===== src/rtl/seg_pkg.sv =====
// Shared definitions for the 7-segment scan driver: glyph table, FSM encoding
// and counter-width helper.
package seg_pkg;

    localparam logic [7:0] SEG_OFF = 8'h00;

    // Active-high glyphs {a,b,c,d,e,f,g,dp}; dp bit is always 0 here
    localparam logic [7:0] SEG_HEX [16] = '{
        8'hFC, 8'h60, 8'hDA, 8'hF2, 8'h66, 8'hB6, 8'hBE, 8'hE0,
        8'hFE, 8'hF6, 8'hEE, 8'h3E, 8'h9C, 8'h7A, 8'h9E, 8'h8E
    };

    typedef enum logic {
        ST_DEAD = 1'b0,
        ST_SHOW = 1'b1
    } seg_state_e;

    function automatic int cnt_width(input int n);
        return (n > 2) ? $clog2(n) : 1;
    endfunction

endpackage


===== src/rtl/seg_hex_enc.sv =====
// Combinational hex-to-7-segment lookup (segments a..g only, no dp).
module seg_hex_enc
    import seg_pkg::*;
(
    input  logic [3:0] hex_i,
    output logic [6:0] seg_o
);

    logic glyph_dp_unused;

    assign {seg_o, glyph_dp_unused} = SEG_HEX[hex_i];

endmodule


===== src/rtl/seg_scan_driver.sv =====
// Time-multiplexed N-digit 7-segment driver with per-frame input snapshot and
// dead-time blanking. Optional leading-zero blanking under SEG_LEADING_ZERO_BLANK_EN.
module seg_scan_driver
    import seg_pkg::*;
#(
    parameter int NUM_DIGITS     = 8,
    parameter int SCAN_DIV       = 10000,
    parameter int DEAD_CYCLES    = 2,
    parameter int SEG_ACTIVE_LOW = 0,
    parameter int COM_ACTIVE_LOW = 1
) (
    input  logic                    clk,
    input  logic                    rst_n,
    input  logic [4*NUM_DIGITS-1:0] digits,
    input  logic [NUM_DIGITS-1:0]   dp,
    input  logic [NUM_DIGITS-1:0]   blank,
    input  logic                    lzb_en,
    output logic [7:0]              seg_data,
    output logic [NUM_DIGITS-1:0]   seg_com,
    output logic                    frame_tick
);

    localparam int CNT_W = cnt_width(SCAN_DIV);
    localparam int IDX_W = cnt_width(NUM_DIGITS);

    localparam logic [7:0]            SEG_IDLE = (SEG_ACTIVE_LOW != 0) ? ~SEG_OFF : SEG_OFF;
    localparam logic [NUM_DIGITS-1:0] COM_IDLE = {NUM_DIGITS{COM_ACTIVE_LOW != 0}};

    logic [CNT_W-1:0]        cnt_q, cnt_d;
    logic [IDX_W-1:0]        idx_q, idx_d;
    seg_state_e              state_q, state_d;
    logic                    cnt_last, snapshot;

    logic [4*NUM_DIGITS-1:0] digits_q, digits_v;
    logic [NUM_DIGITS-1:0]   dp_q, dp_v;
    logic [NUM_DIGITS-1:0]   blank_q, blank_v;

    logic [7:0]              seg_data_q, seg_data_d;
    logic [NUM_DIGITS-1:0]   seg_com_q, seg_com_d;
    logic                    frame_tick_q, frame_tick_d;

    logic [3:0]              digit_sel;
    logic [6:0]              glyph7;
    logic [7:0]              seg_raw;
    logic [NUM_DIGITS-1:0]   com_onehot;

    assign cnt_last = (cnt_q == CNT_W'(SCAN_DIV - 1));
    assign snapshot = (idx_q == '0) && (cnt_q == '0);

    // The slot being computed may be the first one after a snapshot edge, so
    // read the values the shadow registers are about to hold.
    assign digits_v = snapshot ? digits : digits_q;
    assign dp_v     = snapshot ? dp     : dp_q;
    assign blank_v  = snapshot ? blank  : blank_q;

`ifdef SEG_LEADING_ZERO_BLANK_EN
    logic [NUM_DIGITS-1:0] lzb_mask_q, lzb_mask_d, lzb_mask_v;
    logic                  lzb_run;

    always_comb begin
        lzb_mask_d = '0;
        lzb_run    = lzb_en;
        for (int k = NUM_DIGITS - 1; k >= 1; k--) begin
            if (digits[4*k +: 4] != 4'h0) lzb_run = 1'b0;
            lzb_mask_d[k] = lzb_run;
        end
    end

    always_ff @(posedge clk or negedge rst_n) begin
        if (!rst_n)        lzb_mask_q <= '0;
        else if (snapshot) lzb_mask_q <= lzb_mask_d;
    end

    assign lzb_mask_v = snapshot ? lzb_mask_d : lzb_mask_q;
`else
    logic lzb_unused;
    assign lzb_unused = lzb_en;
`endif

    // Next-state: counters and the count-driven FSM
    always_comb begin
        cnt_d   = cnt_last ? '0 : cnt_q + 1'b1;
        idx_d   = idx_q;
        state_d = state_q;
        if (cnt_last) idx_d = (idx_q == IDX_W'(NUM_DIGITS - 1)) ? '0 : idx_q + 1'b1;
        case (state_q)
            ST_DEAD: if (cnt_d == CNT_W'(DEAD_CYCLES)) state_d = ST_SHOW;
            ST_SHOW: if (cnt_last)                     state_d = ST_DEAD;
            default:                                   state_d = ST_DEAD;
        endcase
    end

    assign digit_sel = digits_v[4*idx_d +: 4];

    seg_hex_enc u_hex_enc (
        .hex_i (digit_sel),
        .seg_o (glyph7)
    );

    // Outputs are computed from next-state so they register on the same edge
    // NOTE: every always_comb output gets a default first, so no path infers a latch.
    always_comb begin
        seg_raw    = SEG_OFF;
        com_onehot = '0;
        if (state_d == ST_SHOW) begin
            com_onehot[idx_d] = 1'b1;
            if (!blank_v[idx_d]) begin
                seg_raw = {glyph7, dp_v[idx_d]};
`ifdef SEG_LEADING_ZERO_BLANK_EN
                if (lzb_mask_v[idx_d]) seg_raw = {7'b0, dp_v[idx_d]};
`endif
            end
        end
        seg_data_d   = (SEG_ACTIVE_LOW != 0) ? ~seg_raw    : seg_raw;
        seg_com_d    = (COM_ACTIVE_LOW != 0) ? ~com_onehot : com_onehot;
        frame_tick_d = (idx_d == IDX_W'(NUM_DIGITS - 1)) && (cnt_d == CNT_W'(SCAN_DIV - 1));
    end

    // NOTE: all state updates use non-blocking assignments so every register
    // samples pre-edge values regardless of statement order.
    always_ff @(posedge clk or negedge rst_n) begin
        if (!rst_n) begin
            cnt_q        <= '0;
            idx_q        <= '0;
            state_q      <= ST_DEAD;
            digits_q     <= '0;
            dp_q         <= '0;
            blank_q      <= '0;
            seg_data_q   <= SEG_IDLE;
            seg_com_q    <= COM_IDLE;
            frame_tick_q <= 1'b0;
        end else begin
            cnt_q        <= cnt_d;
            idx_q        <= idx_d;
            state_q      <= state_d;
            seg_data_q   <= seg_data_d;
            seg_com_q    <= seg_com_d;
            frame_tick_q <= frame_tick_d;
            if (snapshot) begin
                digits_q <= digits;
                dp_q     <= dp;
                blank_q  <= blank;
            end
        end
    end

    assign seg_data   = seg_data_q;
    assign seg_com    = seg_com_q;
    assign frame_tick = frame_tick_q;

endmodule


===== config.mk =====
export PLATFORM = sky130hd
export DESIGN_NAME = seg_scan_driver
export DESIGN_NICKNAME = d
export VERILOG_FILES = /design/src/rtl/seg_pkg.sv /design/src/rtl/seg_hex_enc.sv /design/src/rtl/seg_scan_driver.sv
export SDC_FILE = /design/constraint.sdc
export NUM_CORES = 1
export LEC_CHECK = 0
export CAP_MARGIN = 20
export CORE_MARGIN = 2
export CORE_UTILIZATION = 35
export CTS_CLUSTER_SIZE = 10
export DETAILED_ROUTE_END_ITERATION = 8
export SYNTH_ARGS = -nofsm -noshare
export SYNTH_HDL_FRONTEND = slang
export SYNTH_HIERARCHICAL = 1
export SYNTH_SLANG_ARGS = --single-unit
export TNS_END_PERCENT = 50

===== constraint.sdc =====
create_clock -name clk -period 3.5 [get_ports clk]
set_clock_uncertainty 0.1 [all_clocks]
set_input_delay 0.35 -clock clk [delete_from_list [all_inputs] [get_ports clk]]
set_output_delay 0.35 -clock clk [all_outputs]
set_load 0.01 [all_outputs]

# == Word-level counts from Yosys, hierarchy flattened ==
# Memories as Yosys holds them, arrays and structs flattened.
# Cells that the tools add are included.
# op_classes
add_sub_neg,2
n_lt_le_gt_ge,3
n_eq_ne,5
shift,1
n_mux,20
n_bitwise,3
n_reduce_logical,5
# op_table
op,n
$mux 8,7
$mux 32,1
$shiftx 32x6->4,1
$eq 14x14->1 const B,2
$add 14x1->14 const B,1
$eq 14x2->1 const B,1
$logic_not 14->1,1
$mux 14,1
$not 8->8,1
$bmux 1 s3,2
$eq 3x3->1 const B,2
$mux 3,2
$ge 5x5->1 const B,1
$mux 1,5
$not 4->5,1
$lt 3x4->1 const B,1
$add 3x1->3 const B,1
$demux 1 s3,1
$ge 3x1->1 const B,1
$logic_and 1x1->1,3
$logic_not 3->1,1
$pmux 1 s2,1
$not 1->1,1
# totals
reg_bits,83
rom_bits,128
input_bits,51
wordCells,49
mem_count,1
# mem_list
memory,depth,width,read_ports,rd_clocked_by_memory_dff,wr,line,source
(no name shown),16,8,1,0,0,seg_hex_enc.sv:11,"assign {seg_o, glyph_dp_unused} = SEG_HEX[hex_i];"

# == Depth between registers and ports, before layout ==
# Gate-level depths: netlist of run 1.
# logic_depth
ltp_word,10
mapped_depth,17
depth_no_buf,15

# == By module ==
# The synthesis of run 1 kept the hierarchy.
# modules_own_cells
module,n_inst,cells_each,area_per_inst_um2
seg_scan_driver,1,431,4210.3
seg_hex_enc,1,33,290.3

# == Worst setup path before layout of run 1 ==
# No wires, ideal clock.
# synth_path
path_kind,register -> register
start,reg cnt_q[11]
end,reg seg_data_q[4] (netlist: seg_data[4])
setup_ns,0.129
arrival_ns,3.639
required_time_ns,3.271
path_slack_ns,-0.367
path_stages_with_launch,15
path_buffers,1
cell_sequence,dfrtp_1 buf_6 or4_4 nor4_4 mux2i_1 inv_2 a221oi_1 a21oi_1 a221o_1 inv_1 ha_1 inv_1 mux4_1 nand2_1 nor2_1
# synth_between
elab_chain_cells,10
elab_cells_between_ends,21
# synth_lines
item,line,source
from (decl),seg_scan_driver.sv:29,"logic [CNT_W-1:0] cnt_q, cnt_d;"
from (signal assigned),seg_scan_driver.sv:133,cnt_q <= cnt_d;
$logic_not 14->1,seg_scan_driver.sv:48,assign snapshot = (idx_q == '0) && (cnt_q == '0);
$logic_and 1x1->1,seg_scan_driver.sv:48,
$mux 32,--,
$shiftx 32x6->4 *,seg_scan_driver.sv:93,assign digit_sel = digits_v[4*idx_d +: 4];
via digit_sel[1],seg_scan_driver.sv:42,logic [3:0] digit_sel;
$not 4->5 (implied by the code) *,seg_hex_enc.sv:11,
$mem_v2 16x8 *,--,
$mux 8 (implied by the code) * (2 in series),seg_hex_enc.sv:11,
via glyph7[3],seg_scan_driver.sv:43,logic [6:0] glyph7;
$mux 8 *,seg_scan_driver.sv:107,if (!blank_v[idx_d]) begin
$mux 8 *,seg_scan_driver.sv:105,if (state_d == ST_SHOW) begin
via seg_data_d[4],seg_scan_driver.sv:38,"logic [7:0] seg_data_q, seg_data_d;"
to (signal assigned),seg_scan_driver.sv:136,seg_data_q <= seg_data_d;
to (decl),seg_scan_driver.sv:38,
# The timed path passes the listed nets; every way through them passes the cells marked *. The select of a mux whose other input is x is not followed.

# == Worst setup path after layout of run 1 ==
# layout_path
start,reg cnt_q[4]
end,reg seg_data_q[4] (netlist: seg_data[4])
# The elaborated chain is that of the path after synthesis.

==> results.md, run 1 <==
* Footprint of the multi-input gates at between 2000 and 2500 µm²
* Number of enable-type register cells in the synthesized netlist at 0
* Seq/Total Area, Yosys at 0.4637
* Crit path DAT at between 3 and 4 ns
* Initial cell density of the core at 0.3581
* Global routing met3 resource utilization at 0.04718
* Overflow left after global routing at 0
* Worst slack after detailed placement at -0.1354 ns
* Top cell type by total area after synthesis: dfrtp_1
* Largest net degree at the start of global routing at between 80 and 90
* Synthesized area at between 4000 and 5000 µm²
* CP Launch Type: flip-flop
* Clk Tree Root Cell: clkbuf_16
* Most used DFF post-synth: dfrtp_1
* Max-capacitance violation count at 0
* Total cell area at the placement stage at approximately 5800 µm²
* Final Routed Wirelength at around 12000 µm
* First-pass GRT wire length at roughly 20000 µm
* Area added between synthesis and finish at 42.17%
* Number of different library cells in the post-synthesis netlist at 60
* Average footprint of a synthesized cell at about 9.7 µm²
* Crit path required time at 3.63 ns
* Type of the tightest min-delay check: flip-flop to flip-flop
* Global-route met1 utilization at 0.2357
* Std-Cell Core Area at between 10000 and 15000 µm²
* X dimension of the die at 117.4 µm
* Die Y-Extent at 117.4 µm
* Post-synthesis cell count at 464
* Number of antenna violations at the first check in global routing at 0
* Full die area at ~14000 µm²
* Number of vias after detailed routing at around 4000
* CTS tree: done
* Cts bufs inserted at 9
* Peak-usage layer in the global routing report: met2
* Result of the run: finished, violations left
* Clock network fraction of total power at 0.440
* Number of rows in the core area at 41
* Shortest period the worst path allows at around 3.6 ns
* Total power per unit cell area at roughly 340 nW/µm²
* Routed len/inst at between 15 and 20 µm
* Drt via density at 5.084
* Vias in the first global route at approximately 4000
* Portion of total power attributed to sequential cells at 0.463
* Fill cell total of the finished layout at ~1100
* Most frequent cells in the layout: nand2_1 (122), buf_4 (76), dfrtp_1 (75)
* Top cells by area, synth: dfrtp_1 (42%), nand2_1 (10%), mux2_2 (6.0%)
* Share of the clock period used by the worst path at 1.030
* Buffers on Ports at 66
* Count of final hold-check violations at 0
* Logic gate share of total power at 0.097
* Crit path max fanout at 4
* Number of detailed-routing iterations run before antenna repair at 5
* Final-layout worst hold slack at 0.3633 ns
* Slew at the pin closest to its max-slew limit at ~0.48 ns
* Pins Over Slew Limit at 0
* Setup repair after global routing missed its margin: yes
* Combined flip-flop and latch cell area at approximately 2100 µm²
* Total of flip-flops plus latches after synthesis at slightly above 80
* CTS H-Tree Depth at 3
* Deepest clock path buffer count at 2
* Clock latency reported for the late side of the worst-skew pair at around 0.34 ns
* Upper clock frequency limit at approximately 280 MHz
* Max IR drop VDD at about 0.30 mV
* Share of the synthesized area in the top cell type at 0.4170
* Capturing element type of the critical path: flip-flop
* Most frequent standard cell in the layout excluding fill and tap cells: nand2_1
* CTS clk-pin slew, worst paths at approximately 0.060 ns
* Number of remaining DRC errors at 0
* Sink count of the clock tree at between 80 and 90
* Relative slew margins at 0.6820
* Failing checks: negative setup slack
* Layout cells sized above 1 at 0.2876
* Fraction of power spent switching nets at 0.2253
* Internal power at ~1.7 mW
* Post-synthesis async set-or-reset flop share at 1.000
* Cell leakage power at 2.959 nW
* Violation count after the first detailed-route iteration at 248
* Antenna diode count at 0
* Final std cell area, no fill at approximately 6400 µm²
* Number of top-level design ports at 68
* Final setup violation count at 6
* Synth warn at 6
* Final-stage net count at about 670
* Detailed placement HPWL at 8710 µm
* Final setup margin at -0.1046 ns
* GR Layer Usage met2 at 0.2993
* Residual antenna-violating net count after detailed routing at 0
* Critical path class: flip-flop to flip-flop
* Total Routing Usage GR at 0.1818
* Net switching power at 0.4898 mW
* Global placer's final weighted congestion at between 0.8 and 0.9
* Syn_nets at roughly 530
==> synth_stat cells (2+ instances only) <==
master      n
a211oi_1    2
a21boi_0    2
a21o_1      3
a21oi_1     9
a221o_1     2
a221oi_1    8
a22oi_1     2
a32oi_1     3
and2_1      3
and3_1      6
and4_1      5
and4b_1     2
buf_1       2
buf_2       4
buf_6       3
clkbuf_1   15
dfrtp_1    75
dfstp_2     8
ha_1       14
inv_1      13
mux2_2     24
mux2i_1    16
nand2_1   124
nand2b_1    4
nand3_1    19
nand3b_1    2
nand4_1    12
nor2_1     20
nor3_1      4
nor3b_1     3
nor4_1      4
nor4_4      2
nor4b_1     2
o211ai_1    4
o21ai_0     8
or2_2       3
or3b_2      2
or4_4       2
xnor2_1     4
xor2_1      4
==> routing by layer <==
metal,part of all wire,wire length [µm],vias to the layer above
met2,0.48,5797,103
met3,0.047,569,22
met4,0.024,288,0
li1,-,-,1898
met5,0,0,-
met1,0.45,5424,1927
==> state kept, by name, indices dropped and copies added (netlist names) <==
register	cells
cnt_q	14
digits_q	32
idx_q	3
seg_data	8
seg_com	8
blank_q	8
frame_tick	1
state_q	1
dp_q	8
==> cell type report <==
type,count,share of cell area
Timing Repair Buffer,149,0.2073
Clock buffer,11,0.03794
Clock inverter,5,0.008213
Tap cell,172,0.03363
Sequential cell,83,0.3262
Inverter,14,0.008995
Multi-Input combinational cell,343,0.3778
==> path summary, 6_finish.rpt <==
check | startpoint | to | slack (ns) | cells after the start
setup / recovery | cnt_q[4] | seg_data[4] | -0.10 | 13
hold / removal | digits_q[6] | digits_q[6] | 0.36 | 2
setup reg to reg | cnt_q[4] | seg_data[4] | -0.10 | 13
hold reg to reg | digits_q[6] | digits_q[6] | 0.36 | 2
max in group asynchronous | rst_n | seg_com[0] | 2.25 | 3
min in group asynchronous | rst_n | seg_data[6] | 0.41 | 2
==> logic make-up (layout without fill, tap and decap cells) <==
| group | after synthesis | after routing | synth area share |
|---|---|---|---|
| simple gates | 225 | 225 | 0.2463 |
| flops | 83 | 83 | 0.4637 |
| compound gates | 53 | 53 | 0.09035 |
| mux | 43 | 43 | 0.1073 |
| buf+inv | 38 | 179 | 0.03781 |
| fa+ha+maj | 14 | 14 | 0.03892 |
| xor+xnor | 8 | 8 | 0.01557 |
==> metrics by stage <==
| step | power (mW) | utilization | setup TNS, ns | instances |
|---|---|---|---|---|
| after floorplan | 1.095 | - | -0.3392 | 464 |
| after global placement | 1.210 | 0.4581 | -0.2193 | 743 |
| after detailed placement | 1.216 | 0.4581 | -0.3653 | 743 |
| after CTS | 2.192 | 0.4950 | -0.2130 | 766 |
| after global routing | 2.264 | 0.5091 | -1.120 | 777 |
| final | 2.174 | 0.5091 | -0.2445 | 777 |
==> worst max-delay path: stages, from the launching register on <==
cell	delay, ns
dfrtp_1	0.38
or4_4	0.60
nor4_4	0.39
mux2i_2	0.30
buf_4	0.17
inv_4	0.04
a221oi_4	0.19
a21oi_2	0.10
a221o_1	0.32
inv_2	0.14
ha_4	0.22
mux4_2	0.45
nand2_1	0.07
nor2_1	0.03
==> power by group through the flow <==
stage,registers (mW),clock network (mW),logic (mW)
after detailed placement,1.02,0,0.192
after global placement,1.02,0,0.188
final,1.01,0.956,0.212
after global routing,1.01,1.02,0.232
after CTS,1.01,0.982,0.204
after floorplan,1.02,0,0.0713
==> repair_timing <==
action / 4_1_cts / 5_1_grt
setup endpoints to repair: 7 / 7
resized for setup: 22 / 15
hold buffers: 0 / 1
buffers inserted: 8 / 9
pin swaps: 11 / 10
hold endpoints to repair: 0 / 29
(Power assumes the default switching activity.)
==> inputs of run 2 (changes only) <==
Settings changed: RECOVER_POWER set to 25.
==> run 2 against run 1 <==
Effect of this change: the run ends with max-capacitance violations, max-slew violations, negative setup slack left; utilization down 0.24 points; critical path depth unchanged; critical path type unchanged; clock power about the same; largest cell class unchanged; die area unchanged; worst setup slack better by 0.0093 ns; first-iteration DRC count down 5.6%.
==> results.md, run 2 (same netlist as run 1, synthesis figures left out) <==
* CTS clk-pin slew, worst paths at 0.06 ns (about the same)
* Portion of total power attributed to sequential cells at 0.463 (about the same)
* Regs by FF count: digits_q x32, cnt_q x14
* Cts bufs inserted at 9 (unchanged)
* Routed len/inst at 15.63 µm (+0.50%)
* Number of remaining DRC errors at 0 (unchanged)
* Crit path required time at 3.64 ns (about the same)
* Total power per unit cell area at 341.2 nW/µm² (+0.42%)
* Detailed placement HPWL at 8710 µm (unchanged)
* Capturing element type of the critical path: flip-flop
* Final setup margin at -0.09525 ns (+0.009314 ns)
* Final Routed Wirelength at 12140 µm (+0.50%)
* Number of rows in the core area at 41 (unchanged)
* Longest individual stage delay on the worst path at 0.60 ns (about the same)
* Most frequent standard cell in the layout excluding fill and tap cells: nand2_1
* Number of vias after detailed routing at 3952 (+0.051%)
* Area added between synthesis and finish at 41.51%
* Cell leakage power at 2.942 nW (-0.56%)
* CP max-delay cell: or4_4
* Post-route total power at 2.173 mW (about the same)
* Logic gate share of total power at 0.096 (about the same)
* Drt via density at 5.086 (about the same)
* Final setup violation count at 6 (unchanged)
* Full die area at 13780 µm² (unchanged)
* Global placer's final weighted congestion at 0.8938 (unchanged)
* Sequence of cells on the critical path: or4_4 > nor4_4 > mux2i_2 > buf_4 > inv_4 > a221oi_4 > a21oi_2 > a221o_1 > inv_2 > ha_4 > mux4_2 > nand2_1 > nor2_1
* Cell Count, Final, Fillers Out at 777 (unchanged)
* Number of flip-flops under the largest register name at 32 (unchanged)
* Setup repair after global routing missed its margin: yes
* Critical path class: flip-flop to flip-flop
* Std-Cell Core Area at 12570 µm² (unchanged)
* Initial cell density of the core at 0.3581 (unchanged)
* Vias in the first global route at 4007 (unchanged)
* Fill cell total of the finished layout at 1149 (+0.17%)
* Pins Over Slew Limit at 35 (+35)
* Fraction of power spent switching nets at 0.2264 (+0.001101)
* R2r endpoint: seg_data[4]
* Antenna diode count at 0 (unchanged)
* X dimension of the die at 117.4 µm (unchanged)
* Number of detailed-routing iterations run before antenna repair at 7 (+2)
* Crit-path leading delay family: simple AND/OR/NAND/NOR gates
* Result of the run: finished, violations left
* Hold Crit Depth at 2 (unchanged)
* CP Launch Type: flip-flop
* Upper clock frequency limit at 278.1 MHz (+0.26%)
* Relative slew margins at -0.2430 (-0.9250)
* Crit path max fanout at 4 (unchanged)
* Final-layout worst hold slack at 0.3634 ns (+0.00005400 ns)
* Most flop-heavy register: digits_q
* Logic depth of the worst setup path including buffers at 13 (unchanged)
* Min-Delay Startpoint: digits_q[6]
* Failing checks: max-capacitance violations, max-slew violations, negative setup slack
* Count of final hold-check violations at 0 (unchanged)
* Number of antenna violations at the first check in global routing at 0 (unchanged)
* Max-capacitance violation count at 1 (+1)
* Type of the tightest min-delay check: flip-flop to flip-flop
* Clock latency reported for the late side of the worst-skew pair at 0.35 ns (about the same)
* Sink count of the clock tree at 83 (unchanged)
* Most frequent cells in the layout: nand2_1 (122), dfrtp_1 (75), buf_4 (74)
* Number of cells after detailed placement at 743 (unchanged)
* R2r setup slk at -0.1 ns (about the same)
* Reg-to-Reg Start: cnt_q[4]
* Net switching power at 0.4919 mW (+0.43%)
* Largest net degree at the start of global routing at 84 (unchanged)
* Die Y-Extent at 117.4 µm (unchanged)
* Buffers on Ports at 66 (unchanged)
* Residual antenna-violating net count after detailed routing at 0 (unchanged)
* Slew at the pin closest to its max-slew limit at 1.865 ns (+1.387 ns)
* Number of top-level design ports at 68 (unchanged)
* Final-stage net count at 665 (unchanged)
* Overflow left after global routing at 0 (unchanged)
* Crit path DAT at 3.73 ns (about the same)
* CTS tree: done
* Layout cells sized above 1 at 0.2843 (-0.003306)
* Internal power at 1.681 mW (-0.20%)
* Hold endpoint: digits_q[6]
* Reg2reg path depth at 13 (unchanged)
* Total Neg Setup Slack at -0.2273 ns (+0.01718 ns)
* Violation count after the first detailed-route iteration at 234 (-5.6%)
* First-pass GRT wire length at 20040 µm (unchanged)
* CTS H-Tree Depth at 3 (unchanged)
* Clk Tree Root Cell: clkbuf_16
* Worst Path Buf+Inv at 3 (unchanged)
* Shortest period the worst path allows at 3.595 ns (-0.009314 ns)
* Clock network fraction of total power at 0.441 (about the same)
* Total Routing Usage GR at 0.1818 (unchanged)
* Deepest clock path buffer count at 2 (unchanged)
* Max IR drop VDD at 0.3013 mV (about the same)
* Share of the clock period used by the worst path at 1.027 (-0.002661)
## run 2: area by class of cell
class,instances,area (µm²),share of cell area
clock buffer,11,242.7,0.03811
clock inverter,5,52.55,0.008251
inverter,14,57.56,0.009037
multi-input combinational,343,2417,0.3796
sequential,83,2087,0.3277
tap,172,215.2,0.03379
timing repair buffer,149,1296,0.2035
## run 2: power groups by stage
stage / combinational (mW) / clock, mW / sequential [mW]
2_1_floorplan: 0.0713 / 0 / 1.02
3_3_place_gp: 0.188 / 0 / 1.02
3_5_place_dp: 0.192 / 0 / 1.02
4_1_cts: 0.204 / 0.982 / 1.01
5_1_grt: 0.228 / 1.02 / 1.01
6_report: 0.208 / 0.959 / 1.01
## run 2: worst max path at each step
stage	startpoint	endpoint	slack (ns)
after floorplan	cnt_q[11]	seg_data[4]	-0.20
after global placement	cnt_q[5]	seg_data[4]	-0.10
after detailed placement	cnt_q[1]	seg_data[4]	-0.14
after CTS	cnt_q[7]	seg_data[4]	-0.11
after global routing	cnt_q[4]	seg_data[4]	-0.22
final	cnt_q[4]	seg_data[4]	-0.1
## run 2: repair_timing
item	CTS	global route
hold endpoints to repair	0	29
buffers inserted	8	9
pin swaps	11	10
hold buffers	0	1
resized for setup	22	15
setup endpoints to repair	7	7
## run 2: worst reg2reg max path, stage by stage (launching register included)
cell	delay, ns
dfrtp_1	0.38
or4_4	0.60
nor4_4	0.39
mux2i_2	0.30
buf_4	0.17
inv_4	0.04
a221oi_4	0.19
a21oi_2	0.10
a221o_1	0.32
inv_2	0.14
ha_4	0.22
mux4_2	0.45
nand2_1	0.07
nor2_1	0.03
## run 2: layer usage
metal / up-vias / global-route usage / wire (µm)
li1: 1898 / - / -
met4: 0 / 0.05422 / 268
met3: 19 / 0.04718 / 567
met2: 105 / 0.2993 / 5827
met1: 1930 / 0.2357 / 5477
met5: - / 0 / 0
## run 2: through the flow
step / area, µm² / setup WS, ns / utilization
final: 6369 / -0.09525 / 0.5067
after global routing: 6369 / -0.2189 / 0.5067
after CTS: 6221 / -0.1073 / 0.4950
after detailed placement: 5758 / -0.1354 / 0.4581
after global placement: 5758 / -0.1000 / 0.4581
after floorplan: 4514 / -0.2015 / -
